==> config.mk <==
export PLATFORM = sky130hd
export DESIGN_NAME = shift_rotate_unit
export DESIGN_NICKNAME = d
export VERILOG_FILES = /design/src/rtl/shift_rotate_unit.sv
export SDC_FILE = /design/constraint.sdc
export NUM_CORES = 1
export LEC_CHECK = 0
export CAP_MARGIN = 20
export CORE_ASPECT_RATIO = 0.7
export CORE_MARGIN = 8
export CORE_UTILIZATION = 39
export DETAILED_ROUTE_END_ITERATION = 7
export GPL_TIMING_DRIVEN = 0
export MAX_ROUTING_LAYER = met4
export PLACE_DENSITY = 0.66
export SLEW_MARGIN = 20
export SYNTH_ARGS = -nofsm -noshare
export SYNTH_HDL_FRONTEND = slang
export SYNTH_SLANG_ARGS = --single-unit
export TNS_END_PERCENT = 50
==> constraint.sdc <==
create_clock -name clk -period 2.4 [get_ports clk]
set_input_delay 0.36 -clock clk [delete_from_list [all_inputs] [get_ports clk]]
set_output_delay 0.36 -clock clk [all_outputs]
set_load 0.05 [all_outputs]
==> src/rtl/shift_rotate_unit.sv <==
// Multi-cycle shift/rotate unit: one bit position per clock, start/busy/done handshake.
// Serves SHR, SHRA, SHL, ROR and ROL; the result is held in z_out until the next completion.
module shift_rotate_unit #(
    parameter int DATA_W = 32,
    parameter int AMT_W  = 5
) (
    input  logic              clk,
    input  logic              clr_n,
    input  logic              start,
    input  logic [2:0]        op,
    input  logic [DATA_W-1:0] a,
    input  logic [DATA_W-1:0] amt,
    output logic              busy,
    output logic              done,
    output logic [DATA_W-1:0] z_out,
    output logic              err
);

    typedef enum logic [1:0] {IDLE, RUN, DONE} state_t;

    localparam logic [2:0] OP_SHR  = 3'b000;
    localparam logic [2:0] OP_SHRA = 3'b001;
    localparam logic [2:0] OP_SHL  = 3'b010;
    localparam logic [2:0] OP_ROR  = 3'b011;
    localparam logic [2:0] OP_ROL  = 3'b100;

    state_t            state;
    logic [DATA_W-1:0] acc;
    logic [AMT_W-1:0]  cnt;
    logic [2:0]        opr;
    logic [DATA_W-1:0] next_acc;
    logic [AMT_W-1:0]  amt_eff;
    logic              op_illegal;

    // The modulo folds every amount bit into the expression; only the low AMT_W bits survive.
    assign amt_eff    = AMT_W'(amt % DATA_W);
    assign op_illegal = (op > OP_ROL);

    // NOTE: every path assigns next_acc (default first), so no latch is inferred.
    always_comb begin
        next_acc = acc;
        case (opr)
            OP_SHR:  next_acc = {1'b0, acc[DATA_W-1:1]};
            OP_SHRA: next_acc = {acc[DATA_W-1], acc[DATA_W-1:1]};
            OP_SHL:  next_acc = {acc[DATA_W-2:0], 1'b0};
            OP_ROR:  next_acc = {acc[0], acc[DATA_W-1:1]};
            OP_ROL:  next_acc = {acc[DATA_W-2:0], acc[DATA_W-1]};
            default: next_acc = acc;
        endcase
    end

    // NOTE: sequential state uses non-blocking assignments so all registers update together.
    always_ff @(posedge clk or negedge clr_n) begin
        if (!clr_n) begin
            state <= IDLE;
            acc   <= '0;
            cnt   <= '0;
            opr   <= OP_SHR;
            busy  <= 1'b0;
            done  <= 1'b0;
            z_out <= '0;
            err   <= 1'b0;
        end else begin
            case (state)
                IDLE: begin
                    if (start) begin
                        acc  <= a;
                        cnt  <= amt_eff;
                        opr  <= op;
                        busy <= 1'b1;
                        // Zero amount or illegal op completes without any RUN cycles.
                        if (op_illegal || amt_eff == '0) begin
                            state <= DONE;
                            done  <= 1'b1;
                            z_out <= a;
                            err   <= op_illegal;
                        end else begin
                            state <= RUN;
                        end
                    end
                end
                RUN: begin
                    acc <= next_acc;
                    cnt <= cnt - AMT_W'(1);
                    if (cnt == AMT_W'(1)) begin
                        state <= DONE;
                        done  <= 1'b1;
                        z_out <= next_acc;
                        err   <= 1'b0;
                    end
                end
                DONE: begin
                    state <= IDLE;
                    done  <= 1'b0;
                    busy  <= 1'b0;
                end
                default: begin
                    state <= IDLE;
                    done  <= 1'b0;
                    busy  <= 1'b0;
                end
            endcase
        end
    end

endmodule

# Word level (Yosys, flattened, before mapping)

Index checks and enable logic that the tools add are counted.
W data, S select, Z words.

Bits in registers: 77

Add/subtract/negate cells: 1
$lt $le $gt $ge: 1
Equal/unequal tests: 9
Mux-type cells: 23
Bitwise gates (word level): 1
Reductions and logical operators: 11

Operator list:

| kind                  | number |
|---|---|
| $pmux W32 S5          | 1 |
| $mux W32              | 4 |
| $pmux W32 S2          | 2 |
| $pmux W5 S2           | 1 |
| $reduce_and A2 Y1     | 4 |
| $mux W1               | 7 |
| $eq A3 B2 Y1 const B  | 2 |
| $mux W2               | 3 |
| $ne A2 B2 Y1 const B  | 3 |
| $pmux W1 S2           | 3 |
| $eq A5 B1 Y1 const B  | 1 |
| $logic_not A5 Y1      | 1 |
| $mux W5               | 1 |
| $sub A5 B1 Y5 const B | 1 |
| $pmux W2 S2           | 1 |
| $reduce_and A4 Y1     | 1 |
| $eq A3 B1 Y1 const B  | 1 |
| $eq A3 B3 Y1 const B  | 1 |
| $gt A3 B3 Y1 const B  | 1 |
| $logic_not A3 Y1      | 1 |
| $reduce_and A3 Y1     | 1 |
| $eq A2 B1 Y1 const B  | 1 |
| $logic_not A2 Y1      | 1 |
| $reduce_bool A2 Y1    | 1 |
| 2 further kinds       | 2 |

# Logic depth before layout (Yosys ltp)

Gate-level depths: netlist (run 1).

Word-level depth: 5
Depth in mapped cells: 7

# Worst setup path after synthesis (run 1)

OpenSTA, ideal clock, no wires.

Path kind: input port to flip-flop
From: input port amt[1]
To: register z_out[0]
Arrival: 1633 ps
Data required time: 2275 ps
Setup slack: 642 ps
Stages on the path: 4
Buffers on the path: 0
Cells stage by stage: or4_4 o211a_4 nor2_8 mux2_2

Cells in the longest elaborated chain, start to end: 4

RTL lines:

| what                        | RTL line | text |
|---|---|---|
| start, declared             | 12       | `input logic [DATA_W-1:0] amt,` |
| $logic_not A5 Y1            | 72       | `if (op_illegal \|\| amt_eff == '0) begin` |
| $logic_or A1 B1 Y1          | 72       |  |
| $ne A2 B2 Y1 (no line)      | --       |  |
| $reduce_and A4 Y1 (no line) | --       |  |
| end signal, assigned        | 88       | `z_out <= next_acc;` |
| end, declared               | 15       | `output logic [DATA_W-1:0] z_out,` |

No other way between the ends.
A chain may end at the register's enable or synchronous reset.

# Final worst setup path (run 1)

From: input port start
To: register z_out[0]

Cells in the longest elaborated chain, start to end: 2

RTL lines:

| what                        | RTL line | text |
|---|---|---|
| start, declared             | 9        | `input logic start,` |
| $ne A2 B2 Y1 (no line)      | --       |  |
| $reduce_and A4 Y1 (no line) | --       |  |

No other way between the ends.

==> results of run 1 <==
[power groups by stage]
stage	sequential [W]	combinational (W)	clock, W
floorplan	0.00350	0.00317	0
global placement	0.00254	0.00574	0
detailed placement	0.00255	0.00584	0
CTS	0.00254	0.00587	0.00136
global route	0.00265	0.00632	0.00140
finish	0.00255	0.00587	0.00133
[state kept, by name (all words and copies together) (netlist names)]
name	cells
state	2
cnt	5
busy	1
z_out	32
opr	3
done	1
acc	32
err	1
[worst reg2reg max path: stages (launching register included)]
cell	delay, ps
dfrtp_1	320
clkbuf_1	260
o21ba_2	190
clkbuf_1	490
o21ai_4	170
nor2_8	190
mux2_2	350
[layout make-up]
type | count | area share
inverters | 6 | 0.00415
plain buffers | 44 | 0.0378
clock buffers | 13 | 0.0516
multi-input cells | 284 | 0.370
repair buffers | 79 | 0.148
clock inverters | 3 | 0.00323
flip-flops and latches | 77 | 0.355
well taps | 132 | 0.0304
[what timing repair did]
action / in CTS / in global routing
hold endpoints to repair: 23 / 0
resized for setup: 0 / 2
hold buffers: 1 / 0
setup endpoints to repair: 0 / 2
[worst max path at each step]
stage / from / to / cells past startpoint
final: start / z_out[0] / 6
after global routing: start / z_out[0] / 6
after CTS: start / opr[1] / 5
after detailed placement: start / opr[2] / 5
after global placement: clr_n / z_out[10] / 1
after floorplan: amt[1] / z_out[0] / 4
[cell families (layout without fill, tap and decap cells)]
logic type,after synthesis,after routing,synth area share
fa+ha+maj,3,3,0.00842
flops,77,77,0.463
buf+inv,50,145,0.0544
mux,6,6,0.0156
simple gates,89,89,0.126
compound gates,185,185,0.331
xor+xnor,1,1,0.00211
[cells in the final DEF (no fill, tap or decap), types with 21 or more instances in the layout]
master and instances:
clkdlybuf4s50_1 76, o32ai_1 30, o22a_1 24, nor3_1 31
dfrtp_1 77, o21a_1 30, clkbuf_1 21, nand2b_1 34
o31ai_1 34, a21oi_1 37
[routing by layer]
layer | vias to the layer above | wire [um] | track usage
met5 | - | 0 | -
met4 | 0 | 138 | 0.0554
met3 | 15 | 806 | 0.0429
met2 | 184 | 5310 | 0.267
met1 | 1885 | 6240 | 0.256
li1 | 1762 | - | -
[per-stage QoR]
step | instances | total power [W] | TNS (ps) | hold WS, ps
2_1_floorplan | 411 | 0.00666 | 0 | 64.4
3_3_place_gp | 620 | 0.00827 | -143770 | 478
3_5_place_dp | 621 | 0.00839 | -6200 | 287
4_1_cts | 638 | 0.00977 | 0 | 479
5_1_grt | 638 | 0.0104 | 0 | 495
6_report | 638 | 0.00976 | 0 | 470
==> impl_metrics.env, run 1 <==
export IMPL_outcome="finished, final reports clean"
export IMPL_die_y_um=102
export IMPL_swShare=0.480
export IMPL_rrSetupSlack_ps=310
export IMPL_timing_critical_path_required_ps=2620
export IMPL_finalWirelength_mm=12.5
export IMPL_rr_endpoint="z_out[0]"
export IMPL_finalWorstSetupSlack_ps=152
export IMPL_syn_area_per_cell_sq_um=10.1
export IMPL_gr_total_overflow=0
export IMPL_ys_ff_latch=77
export IMPL_vias=3846
export IMPL_clkSinkCount=77
export IMPL_clockBufferDepth=2
export IMPL_regArea_sq_um=1930
export IMPL_via_per_inst=6.03
export IMPL_synth_top_area_cell="dfrtp_1"
export IMPL_pre_cts_ws_ps=-291
export IMPL_crit_slowest_cell="clkdlybuf4s50_1"
export IMPL_finalInstanceArea_sq_um=5430
export IMPL_diodes=0
export IMPL_critPathKind="primary input to flip-flop"
export IMPL_critPathLaunchType="primary input"
export IMPL_synth_async_sr_flop_share=1.00
export IMPL_dr_pass1_iters=5
export IMPL_grt_max_degree=55
export IMPL_pwr_share_comb=0.602
export IMPL_syn_area_sq_um=4160
export IMPL_wl_per_cell_um=19.6
export IMPL_htreeDepth=3
export IMPL_place_gp_congestion=0.873
export IMPL_areaGrowthSynthToFinish_pct=30.5
export IMPL_ff2ff_path_depth=6
export IMPL_yosysMostFrequentCell="dfrtp_1"
export IMPL_power_density_nw_per_um2=1800
export IMPL_seqPwrFrac=0.262
export IMPL_ys_seq_area_frac=0.463
export IMPL_cts_made_buffers=9
export IMPL_synthCells=411
export IMPL_synth_edff_count=0
export IMPL_path_cells="clkdlybuf4s50_1, o21ba_2, clkbuf_1, o21ai_4, nor2_8, mux2_2"
export IMPL_final_max_slew_viol_count=0
export IMPL_skew_ps=6.67
export IMPL_rows=31
export IMPL_cts_root_buf="clkbuf_16"
export IMPL_worst_path_largest_cell_delay_ps=720
export IMPL_worstPathMaxFanout=9
export IMPL_clk_latency_ps=340
export IMPL_setup_violations_final=0
export IMPL_post_route_period_util=0.937
export IMPL_hold_viol=0
export IMPL_hold_class="primary input to asynchronous set/reset pin"
export IMPL_grt_usage=0.186
export IMPL_fmax_ghz=0.445
export IMPL_drv_cap=0
export IMPL_ir_worst_vdd_uv=793
export IMPL_ys_top_cells_by_area="dfrtp_1 46%, o32ai_1 6.3%, o31ai_1 6.1%"
export IMPL_tightest_slew_ps=642
export IMPL_crit_family="buffers and inverters"
export IMPL_io_buffers=77
export IMPL_die_x_um=139
export IMPL_multiInputGateArea_sq_um=2010
export IMPL_drc=0
export IMPL_post_route_util=0.524
export IMPL_r2r_start="state[0]"
export IMPL_period_needed_ps=2250
export IMPL_synth_warnings=0
export IMPL_core_area_sq_um=10400
export IMPL_grt_antenna_before_repair=0
export IMPL_clkPwrFrac=0.136
export IMPL_cts_setup_buffers=0
export IMPL_synthFlopType="dfrtp_1"
export IMPL_ant_nets=0
export IMPL_rsz0062_at_grt="false"
export IMPL_synth_top_area_frac=0.463
export IMPL_drtIter0Drc=429
export IMPL_nets=573
export IMPL_critical_path_arrival_ps=2470
export IMPL_fill_cells=952
export IMPL_max_slew_margin=0.571
export IMPL_dpl_cell_area_sq_um=5120
export IMPL_grt_pass1_wl_mm=20.4
export IMPL_net_switching_power_w=0.00468
export IMPL_netlist_top_cells_count="77 x dfrtp_1, 37 x a21oi_1, 34 x nand2b_1, 34 x o31ai_1, 31 x nor3_1"
export IMPL_p_leak_nw=2.05
export IMPL_endpoint_kind="flip-flop"
export IMPL_synth_nets=483
export IMPL_path_clk_slew_ps=60
export IMPL_path_buf_inv=2
export IMPL_die_area_sq_um=14300
export IMPL_initial_core_util=0.402
export IMPL_drive_above_1_share=0.109
export IMPL_hpwl_mm=8.82
export IMPL_grt_pass1_vias=3793
export IMPL_io_pins=105
export IMPL_yosysUniqueCellTypes=41
export IMPL_p_int_w=0.00507
export IMPL_cts_tree="built"
No activity file was read; power rests on OpenSTA's default activity.
==> run 2, diff against run 1 <==
--- a/config.mk
+++ b/config.mk
@@ -5,10 +5,11 @@
 export SDC_FILE = /design/constraint.sdc
 export NUM_CORES = 1
 export LEC_CHECK = 0
-export CAP_MARGIN = 20
+export CAP_MARGIN = 10
 export CORE_ASPECT_RATIO = 0.7
 export CORE_MARGIN = 8
 export CORE_UTILIZATION = 39
+export CTS_CLUSTER_DIAMETER = 60
 export DETAILED_ROUTE_END_ITERATION = 7
 export GPL_TIMING_DRIVEN = 0
 export MAX_ROUTING_LAYER = met4
==> results of run 2 <==
The final DEF is identical to that of run 1; final timing and power are the same.
==> run 3, diff against run 2 <==
--- a/config.mk
+++ b/config.mk
@@ -14,7 +14,6 @@
 export GPL_TIMING_DRIVEN = 0
 export MAX_ROUTING_LAYER = met4
 export PLACE_DENSITY = 0.66
-export SLEW_MARGIN = 20
 export SYNTH_ARGS = -nofsm -noshare
 export SYNTH_HDL_FRONTEND = slang
 export SYNTH_SLANG_ARGS = --single-unit
==> impl_metrics.env, run 3 (synthesized netlist as in run 1, its figures left out) <==
export IMPL_finalWirelength_mm=12.5
export IMPL_worstPathMaxFanout=9
export IMPL_areaGrowthSynthToFinish_pct=30.5
export IMPL_rr_endpoint="z_out[0]"
export IMPL_drv_cap=0
export IMPL_finalWorstSetupSlack_ps=179
export IMPL_clockBufferDepth=2
export IMPL_drive_above_1_share=0.109
export IMPL_pre_cts_ws_ps=-284
export IMPL_io_buffers=77
export IMPL_p_leak_nw=2.05
export IMPL_critPathKind="primary input to flip-flop"
export IMPL_fmax_ghz=0.450
export IMPL_ant_nets=0
export IMPL_drtIter0Drc=499
export IMPL_grt_antenna_before_repair=0
export IMPL_post_route_period_util=0.925
export IMPL_endpoint_kind="flip-flop"
export IMPL_timing_critical_path_required_ps=2630
export IMPL_diodes=0
export IMPL_io_pins=105
export IMPL_clk_latency_ps=340
export IMPL_final_common_cell="dfrtp_1"
export IMPL_power_density_nw_per_um2=1800
export IMPL_regArea_sq_um=1930
export IMPL_crit_start="start"
export IMPL_period_needed_ps=2220
export IMPL_wl_per_cell_um=19.5
export IMPL_ir_worst_vdd_uv=804
export IMPL_clkSinkCount=77
export IMPL_die_area_sq_um=14300
export IMPL_place_gp_congestion=0.873
export IMPL_die_x_um=139
export IMPL_vias=3819
export IMPL_cts_root_buf="clkbuf_16"
export IMPL_initial_core_util=0.402
export IMPL_r2r_start="state[0]"
export IMPL_rsz0062_at_grt="false"
export IMPL_top_regs="acc x32, z_out x32, cnt x5"
export IMPL_path_clk_slew_ps=60
export IMPL_dr_pass1_iters=6
export IMPL_nets=573
export IMPL_grt_max_degree=64
export IMPL_final_max_slew_viol_count=0
export IMPL_critical_path_arrival_ps=2450
export IMPL_holdWs_ps=425
export IMPL_drc=0
export IMPL_grt_usage=0.186
export IMPL_setup_violations_final=0
export IMPL_core_area_sq_um=10400
export IMPL_cts_tree="built"
export IMPL_rows=31
export IMPL_rrSetupSlack_ps=300
export IMPL_critPathLaunchType="primary input"
export IMPL_gr_total_overflow=0
export IMPL_cp_endpoint="z_out[0]"
export IMPL_outcome="finished, final reports clean"
export IMPL_tightest_slew_ps=666
export IMPL_hold_viol=0
export IMPL_grt_pass1_wl_mm=20.4
export IMPL_die_y_um=102
export IMPL_skew_ps=5.14
export IMPL_hold_class="primary input to asynchronous set/reset pin"
export IMPL_ff2ff_path_depth=6
export IMPL_final_cell_mix="77 x dfrtp_1, 76 x clkdlybuf4s50_1, 37 x a21oi_1"
export IMPL_max_slew_margin=0.555
export IMPL_grt_pass1_vias=3718
export IMPL_hpwl_mm=8.82
export IMPL_fill_cells=955
export IMPL_multiInputGateArea_sq_um=2010
export IMPL_via_per_inst=5.99
export IMPL_htreeDepth=3
export IMPL_cts_made_buffers=9
-- run 3: cell counts in the layout (fill, tap and decap cells not counted) --
No cell type changed its count.
-- run 3: worst min-delay path by stage --
stage | cells after the start | slack, ps | end
floorplan | 0 | 60 | acc[0]
global placement | 1 | 480 | z_out[4]
detailed placement | 1 | 240 | busy
CTS | 2 | 420 | busy
global route | 2 | 450 | busy
finish | 2 | 430 | busy
-- run 3: worst max-delay path, stage by stage --
cell	delay, ps
clkdlybuf4s50_1	690
o21ba_2	180
clkbuf_1	510
o21ai_4	170
nor2_8	190
mux2_2	350
-- run 3: metrics by stage --
stage | cell area, sq um | total power (W) | setup TNS (ps) | std cells | util
2_1_floorplan | 4160 | 0.00666 | 0 | 411 | -
3_3_place_gp | 5100 | 0.00827 | -143770 | 620 | 0.492
3_5_place_dp | 5120 | 0.00839 | -2920 | 621 | 0.495
4_1_cts | 5430 | 0.00976 | 0 | 638 | 0.524
5_1_grt | 5430 | 0.0104 | 0 | 638 | 0.524
6_report | 5430 | 0.00976 | 0 | 638 | 0.524
-- run 3: what timing repair did --
| action | 4_1_cts | 5_1_grt |
|---|---|---|
| setup endpoints to repair | 0 | 2 |
| gates resized for setup | 0 | 2 |
| setup buffers | 0 | 0 |
| hold buffers | 1 | 0 |
| hold endpoints to repair | 14 | 0 |
-- run 3: routing by layer --
metal,global-route usage,vias up,part of all wire
li1,-,1763,-
met1,0.254,1856,0.48
met2,0.266,186,0.43
met3,0.0429,14,0.072
met4,0.0655,0,0.013
met5,-,-,0
-- run 3: layout make-up --
class / count / share of cell area
plain buffers: 44 / 0.0378
clock buffers: 13 / 0.0516
multi-input cells: 284 / 0.370
repair buffers: 79 / 0.148
clock inverters: 3 / 0.00323
well taps: 132 / 0.0304
flip-flops and latches: 77 / 0.355
inverters: 6 / 0.00415
-- run 3: power breakdown --
part | internal [W] | switching, W | leakage [nW] | total (W)
Clock | 0.000809 | 0.000522 | 0.148 | 0.00133
Combinational | 0.00226 | 0.00362 | 1.01 | 0.00588
Sequential | 0.00201 | 0.000542 | 0.893 | 0.00255
Total | 0.00507 | 0.00469 | 2.05 | 0.00976
